### config.mk
export PLATFORM = sky130hd
export DESIGN_NAME = tone_sequencer
export DESIGN_NICKNAME = d
export VERILOG_FILES = /design/src/rtl/tone_sequencer.sv
export SDC_FILE = /design/constraint.sdc
export NUM_CORES = 1
export LEC_CHECK = 0
export CAP_MARGIN = 25
export CORE_ASPECT_RATIO = 1.2
export CORE_UTILIZATION = 51
export DETAILED_ROUTE_END_ITERATION = 8
export PLACE_DENSITY_LB_ADDON = 0.15
export SLEW_MARGIN = 40
export SYNTH_ARGS = -nofsm -noshare
export SYNTH_HDL_FRONTEND = slang
export SYNTH_SLANG_ARGS = --single-unit
### constraint.sdc
create_clock -name clk -period 5.7 [get_ports clk]
set_clock_uncertainty 0.05 [all_clocks]
set_input_delay 1.14 -clock clk [delete_from_list [all_inputs] [get_ports clk]]
set_output_delay 1.14 -clock clk [all_outputs]
set_load 0.01 [all_outputs]
### src/rtl/tone_sequencer.sv
// Melody sequencer: steps a synchronous note ROM at a programmable tempo and
// feeds the tone period and enable to tone_generator.
module tone_sequencer #(
  parameter int ADDR_WIDTH  = 10,
  parameter int LAST_ADDR   = 1023,
  parameter int NOTE_CYCLES = 25_000_000,
  parameter int TEMPO_STEP  = 2_500_000,
  parameter int MIN_CYCLES  = 2_500_000,
  parameter int MAX_CYCLES  = 50_000_000
) (
  input  logic                  clk,
  input  logic                  rst,
  input  logic                  play_pause,
  input  logic                  reverse,
  input  logic                  tempo_up,
  input  logic                  tempo_down,
  output logic [ADDR_WIDTH-1:0] rom_addr,
  input  logic [23:0]           rom_data,
  output logic [23:0]           tone_switch_period,
  output logic                  output_enable,
  output logic                  playing,
  output logic                  direction
);

  // One guard bit above MAX_CYCLES keeps tempo + TEMPO_STEP from wrapping.
  localparam int TW = $clog2(MAX_CYCLES + 1) + 1;

  localparam logic [TW-1:0]         TEMPO_RST     = TW'(NOTE_CYCLES);
  localparam logic [TW-1:0]         STEP_W        = TW'(TEMPO_STEP);
  localparam logic [TW-1:0]         MIN_W         = TW'(MIN_CYCLES);
  localparam logic [TW-1:0]         MAX_W         = TW'(MAX_CYCLES);
  localparam logic [TW-1:0]         MIN_PLUS_STEP = TW'(MIN_CYCLES + TEMPO_STEP);
  localparam logic [TW-1:0]         ONE_W         = TW'(1);
  localparam logic [ADDR_WIDTH-1:0] LAST_A        = ADDR_WIDTH'(LAST_ADDR);
  localparam logic [ADDR_WIDTH-1:0] ONE_A         = ADDR_WIDTH'(1);

  typedef enum logic {
    PAUSED  = 1'b0,
    PLAYING = 1'b1
  } state_t;

  state_t                  state_r;
  state_t                  state_s;
  logic [TW-1:0]           note_count_r;
  logic [TW-1:0]           note_count_s;
  logic [TW-1:0]           tempo_r;
  logic [TW-1:0]           tempo_s;
  logic [ADDR_WIDTH-1:0]   addr_r;
  logic [ADDR_WIDTH-1:0]   addr_s;
  logic                    direction_r;
  logic                    direction_s;
  logic                    advance_s;
  logic                    enable_s;
  logic [23:0]             period_r;
  logic                    enable_r;
  logic                    playing_r;

  function automatic logic [ADDR_WIDTH-1:0] step_addr(
    input logic [ADDR_WIDTH-1:0] addr,
    input logic                  rev
  );
    logic [ADDR_WIDTH-1:0] res;
    if (rev) begin
      if (addr == {ADDR_WIDTH{1'b0}}) begin
        res = LAST_A;
      end else begin
        res = addr - ONE_A;
      end
    end else begin
      if (addr == LAST_A) begin
        res = {ADDR_WIDTH{1'b0}};
      end else begin
        res = addr + ONE_A;
      end
    end
    return res;
  endfunction

  // Next-state, note timing, address stepping and saturating tempo control.
  always_comb begin
    state_s      = state_r;
    note_count_s = note_count_r;
    addr_s       = addr_r;
    direction_s  = direction_r ^ reverse;
    tempo_s      = tempo_r;
    advance_s    = 1'b0;
    enable_s     = 1'b0;

    case (state_r)
      PAUSED:  state_s = play_pause ? PLAYING : PAUSED;
      PLAYING: state_s = play_pause ? PAUSED : PLAYING;
      default: state_s = PAUSED;
    endcase

    // >= so that a tempo cut below the running count ends the note at once.
    if (state_r == PLAYING) begin
      if (note_count_r >= (tempo_r - ONE_W)) begin
        advance_s    = 1'b1;
        note_count_s = {TW{1'b0}};
      end else begin
        note_count_s = note_count_r + ONE_W;
      end
    end else begin
      note_count_s = note_count_r;
    end

    // The step uses the pre-toggle direction when reverse coincides.
    if (advance_s) begin
      addr_s = step_addr(addr_r, direction_r);
    end else begin
      addr_s = addr_r;
    end

    if (tempo_up && !tempo_down) begin
      tempo_s = (tempo_r >= MIN_PLUS_STEP) ? (tempo_r - STEP_W) : MIN_W;
    end else if (tempo_down && !tempo_up) begin
      tempo_s = ((tempo_r + STEP_W) >= MAX_W) ? MAX_W : (tempo_r + STEP_W);
    end else begin
      tempo_s = tempo_r;
    end

    if ((state_s == PLAYING) && (rom_data != 24'd0)) begin
      enable_s = 1'b1;
    end else begin
      enable_s = 1'b0;
    end
  end

  // State, counters and registered outputs.
  always_ff @(posedge clk or posedge rst) begin
    if (rst) begin
      state_r      <= PAUSED;
      note_count_r <= {TW{1'b0}};
      tempo_r      <= TEMPO_RST;
      addr_r       <= {ADDR_WIDTH{1'b0}};
      direction_r  <= 1'b0;
      period_r     <= 24'd0;
      enable_r     <= 1'b0;
      playing_r    <= 1'b0;
    end else begin
      state_r      <= state_s;
      note_count_r <= note_count_s;
      tempo_r      <= tempo_s;
      addr_r       <= addr_s;
      direction_r  <= direction_s;
      period_r     <= rom_data;
      enable_r     <= enable_s;
      playing_r    <= (state_s == PLAYING);
    end
  end

  assign rom_addr           = addr_r;
  assign tone_switch_period = period_r;
  assign output_enable      = enable_r;
  assign playing            = playing_r;
  assign direction          = direction_r;

endmodule
# Yosys cells after proc, flatten, opt, wreduce, memory -nomap -nowiden
# Index checks and enable logic that the tools add are counted.
# W data, S select, Z words.
dict set report word_totals {
  elab_cells 41
  register_bits 91
  output_inout_bits 37
  in_bits 30
}
dict set report op_classes {
  magnitude_cmp 3
  muxes 14
  addsub 6
  n_bitwise 2
  eq_ne 1
  n_reduce_logical 8
}
# operator count
set op_table {}
lappend op_table {{$mux W27} 5}
lappend op_table {{$mux W10} 3}
lappend op_table {{$add A27 B1 Y27 const B} 1}
lappend op_table {{$add A27 B22 Y27 const B} 1}
lappend op_table {{$ge A27 B23 Y1 const B} 1}
lappend op_table {{$ge A27 B26 Y1 const B} 1}
lappend op_table {{$ge A27 B27 Y1} 1}
lappend op_table {{$sub A27 B1 Y27 const B} 1}
lappend op_table {{$sub A27 B22 Y27 const B} 1}
lappend op_table {{$reduce_bool A24 Y1} 1}
lappend op_table {{$add A10 B1 Y10 const B} 1}
lappend op_table {{$eq A10 B10 Y1 const B} 1}
lappend op_table {{$logic_not A10 Y1} 1}
lappend op_table {{$sub A10 B1 Y10 const B} 1}
lappend op_table {{$mux W1} 5}
lappend op_table {{$logic_and A1 B1 Y1} 3}
lappend op_table {{$logic_not A1 Y1} 2}
lappend op_table {{$pmux W1 S2} 1}
lappend op_table {{$reduce_bool A2 Y1} 1}
lappend op_table {{$not A1 Y1} 1}
lappend op_table {{$xor A1 B1 Y1} 1}

# Logic depth before layout (Yosys ltp)
dict set report depth {
  word_depth 5
  mapped_depth 19
  ltp_nobuf 16
}

# Worst setup path after synthesis
# Ideal clock, no wire load.
dict set report synth_path {
  kind {register -> register}
  startpoint {reg tempo_r[8]}
  endpoint {reg note_count_r[3]}
  path_buffers 1
  t_required_ns 5.560
  setup_slack_ns 1.598
  path_stages_with_launch 18
  arrival_time_ns 3.962
  period_less_slack_ns 4.102
  cell_sequence {dfrtp_1 > clkbuf_1 > nor4_1 > nand3_1 > nor2_1 > nand2_1 > nor2_1 > nand2_1 > xor2_1 > ha_1 > a21o_1 > a21o_1 > a21oi_1 > o21ai_0 > a211oi_1 > nor2_1 > or4b_2 > o221ai_1}
}
dict set report synth_via {
  elab_chain_cells 3
}
# element line
set synth_rtl {}
lappend synth_rtl {{start, declared} 46} ;# logic [TW-1:0] tempo_r;
lappend synth_rtl {{start signal, assigned} 143} ;# tempo_r <= tempo_s;
lappend synth_rtl {{$sub A27 B1 Y27} 97} ;# if (note_count_r >= (tempo_r - ONE_W)) begin
lappend synth_rtl {{$ge A27 B27 Y1} 97}
lappend synth_rtl {{$mux W27} 97}
lappend synth_rtl {{end signal, assigned} 133} ;# note_count_r <= {TW{1'b0}};
lappend synth_rtl {{end signal, assigned} 142} ;# note_count_r <= note_count_s;
lappend synth_rtl {{end, declared} 44} ;# logic [TW-1:0] note_count_r;
# Every way passes these cells.
# A chain may end at the register's enable or synchronous reset.

# Final worst setup path
dict set report layout_path {
  startpoint {reg tempo_r[7]}
  endpoint {reg note_count_r[3]}
}
# The elaborated chain is that of the path after synthesis.

==> metrics <==
worst flop-to-flop path startpoint tempo_r[7]; Port Buf Inserts 66; pwr/cell area about 450 nW/um2; CP endpoint kind flip-flop; fin nets 805; CP Data Required Time ~6 ns; top cells by area, synth dfrtp_1 30%, ha_1 6.1%, dfstp_2 5.2%; Syn Area/Cell roughly 8.6 um2; slowest stage delay, CP about 0.74 ns; Synth warnings 0; Clock Path Buffers 2; initial antenna violation count 0; CP endpoint note_count_r[3]; diode count 0; synthesized instance count 709; Post-route DRC 0; CTS root buffer clkbuf_16; Final Hold Viols 0; CTS Buf Count 9; clock sinks 86; Initial DRC Count roughly 300; setup repair after global routing missed its margin no; Area Growth Syn to Fin 16.57%; #FFs+latches synth 86; most common cell after layout, fill and taps aside nor2_1; post_cts resized 0; final wirelength between 15,000 and 20,000 um; pre-CTS setup slack 0.9590 ns; worst slew pin tran 0.7796 ns; Worst-path clk slew 0.07 ns; Post-Syn Nets just under 800; CTS tree built; hold buffers post-CTS 0; Lkg Pwr 2.952 nW; GRT overflow 0; clock latency on the worst-skew pair 0.34 ns; Slew Limit Fails 0; Max Freq 209.7 MHz; FF-to-FF End note_count_r[3]; fin crit share 83.65%; critical-path maximum fanout 20; routed len/inst 17.77 um; global-route wire length before repair about 27,000 um; Vias about 5,500; Synth top area share a little over 30%; class of the most critical setup path reg2reg; Max transition margin 48.03%; die area 12,420 um2; post-synthesis sequential area ratio 35.47%; GRT Total Usage 27.60%; core area 11,620 um2; drt first pass iters 5; Initial Util 52.57%; Max-Cap Viols 0; Synth Cell Area slightly above 6000 um2; most frequent cells in the layout 84 x nor2_1, 74 x dfrtp_1, 66 x clkdlybuf4s50_1, 57 x nand2_1, 41 x a21oi_1; layout cells sized above 1 8.800%; CP top delay family simple AND/OR/NAND/NOR gates; VDD IR max 0.0002310 V; IO Pins between 60 and 70; number of global-route vias before repair 5,445; post-CTS setup buffer count 0; pin count of the biggest net entering global routing 48; CP cell instances nor4_1, nand3_1, nor2_1, nand2_1, nor2_1, nand2_1, xor2_1, ha_1, a21o_1, a21o_1, a21oi_1, o21ai_0, a211oi_1, nor2_1, or4b_2, o221ai_1; status finished clean; r2r setup slk 0.93 ns; crit path from tempo_r[7]; remaining antenna violation count 0; Avg Vias per Cell 6.108; Async SR Flop Fraction 100.0%; Die X between 100 and 150 um; ys flop type dfrtp_1; Min-Delay Path Class reg2reg; Startpoint Class flip-flop; CP arrival ~5.0 ns; Buf/Inv on CP 0; number of H-tree levels 3; Stages on worst setup path 16; most used cell, CP nor2_1; routability cong. approximately 0.9; # setup viols final 0; Die Ht 121.9 um; sum of negative setup slack 0 ns; Netlist cell types 83; Period minus WS final 4.768 ns; Final HPWL DP about 11,000 um; Row Count 43; crit path max-delay cell type nor4_1; EDFF count, synth 0; Final WS setup a little over 0.9 ns; Yosys top cell by area dfrtp_1; worst reg2reg path depth 16
==> power breakdown <==
part / total (mW) / leakage, nW / switching, mW / internal, mW
registers: 1.16 / 1.06 / 0.388 / 0.767
logic: 1.48 / 1.75 / 0.816 / 0.662
clock network: 0.600 / 0.147 / 0.289 / 0.311
==> sequential cells by signal (all words and copies together) (netlist names) <==
signal	cells
playing	1
rom_addr	10
note_count_r	27
direction	1
output_enable	1
tone_switch_period	24
tempo_r	22
==> synthesized netlist by cell type (5+ instances only) <==
master,number
or3_1,5
dfstp_2,12
buf_2,11
nand4_1,15
o211ai_1,7
o21a_1,6
a31oi_1,13
nor3_1,16
and3_1,14
nor3b_1,5
inv_1,17
dfrtp_1,74
nor2_1,84
o31ai_1,6
nor4_1,18
xnor2_1,24
nor2b_1,6
clkbuf_1,27
o22ai_1,6
o21ai_0,33
a21oi_1,41
nand2_1,57
a211o_1,9
xor2_1,31
buf_1,6
ha_1,30
or4_1,5
a21o_1,12
nand3_1,29
==> through the flow <==
step	area [um2]	util, %	hold slack, ns	power (mW)	cells
after detailed placement	6822	58.70	0.4824	2.613	891
final	7122	61.28	0.4971	3.233	907
after floorplan	6110	-	0.4576	2.232	709
after CTS	7121	61.27	0.4992	3.227	907
after global placement	6808	58.58	0.4783	2.547	891
after global routing	7122	61.28	0.5181	3.463	907
==> metal layers <==
layer	wire length, um	GRT usage [%]	up-vias
li1	-	-	2668
met1	6687	34.83	2621
met2	7962	46.37	213
met3	921	3.729	38
met4	546	13.30	0
met5	0	0	-
==> layout make-up <==
class                           instances  area (um2)
Timing Repair Buffer                   73       713.2
Sequential cell                        86        2167
Inverter                               18       70.07
Tap cell                              157       196.4
Clock buffer                            9       225.2
Multi-Input combinational cell        557        3676
Clock inverter                          7       73.82
Fill cell                            1037        4499
==> how the worst min path moves through the flow <==
stage | depth (start not counted) | startpoint | to | slack, ns
2_1_floorplan | 1 | note_count_r[2] | note_count_r[2] | 0.46
3_3_place_gp | 1 | note_count_r[2] | note_count_r[2] | 0.48
3_5_place_dp | 1 | note_count_r[2] | note_count_r[2] | 0.48
4_1_cts | 1 | note_count_r[2] | note_count_r[2] | 0.50
5_1_grt | 1 | note_count_r[2] | note_count_r[2] | 0.52
6_report | 1 | note_count_r[2] | note_count_r[2] | 0.50
==> cell families (layout without fill, tap and decap cells) <==
group / count (synthesis) / in the layout / share of synthesized area (%)
flip-flops: 86 / 86 / 35.47
multiplexers: 4 / 4 / 0.7167
adder cells (fa/ha/maj): 30 / 30 / 6.144
XOR/XNOR: 55 / 55 / 7.884
AO/OA/AOI/OAI: 183 / 183 / 21.50
buffers and inverters: 66 / 107 / 4.669
AND/OR/NAND/NOR: 285 / 285 / 23.61
Note: power is estimated with default switching activity, not from simulation.
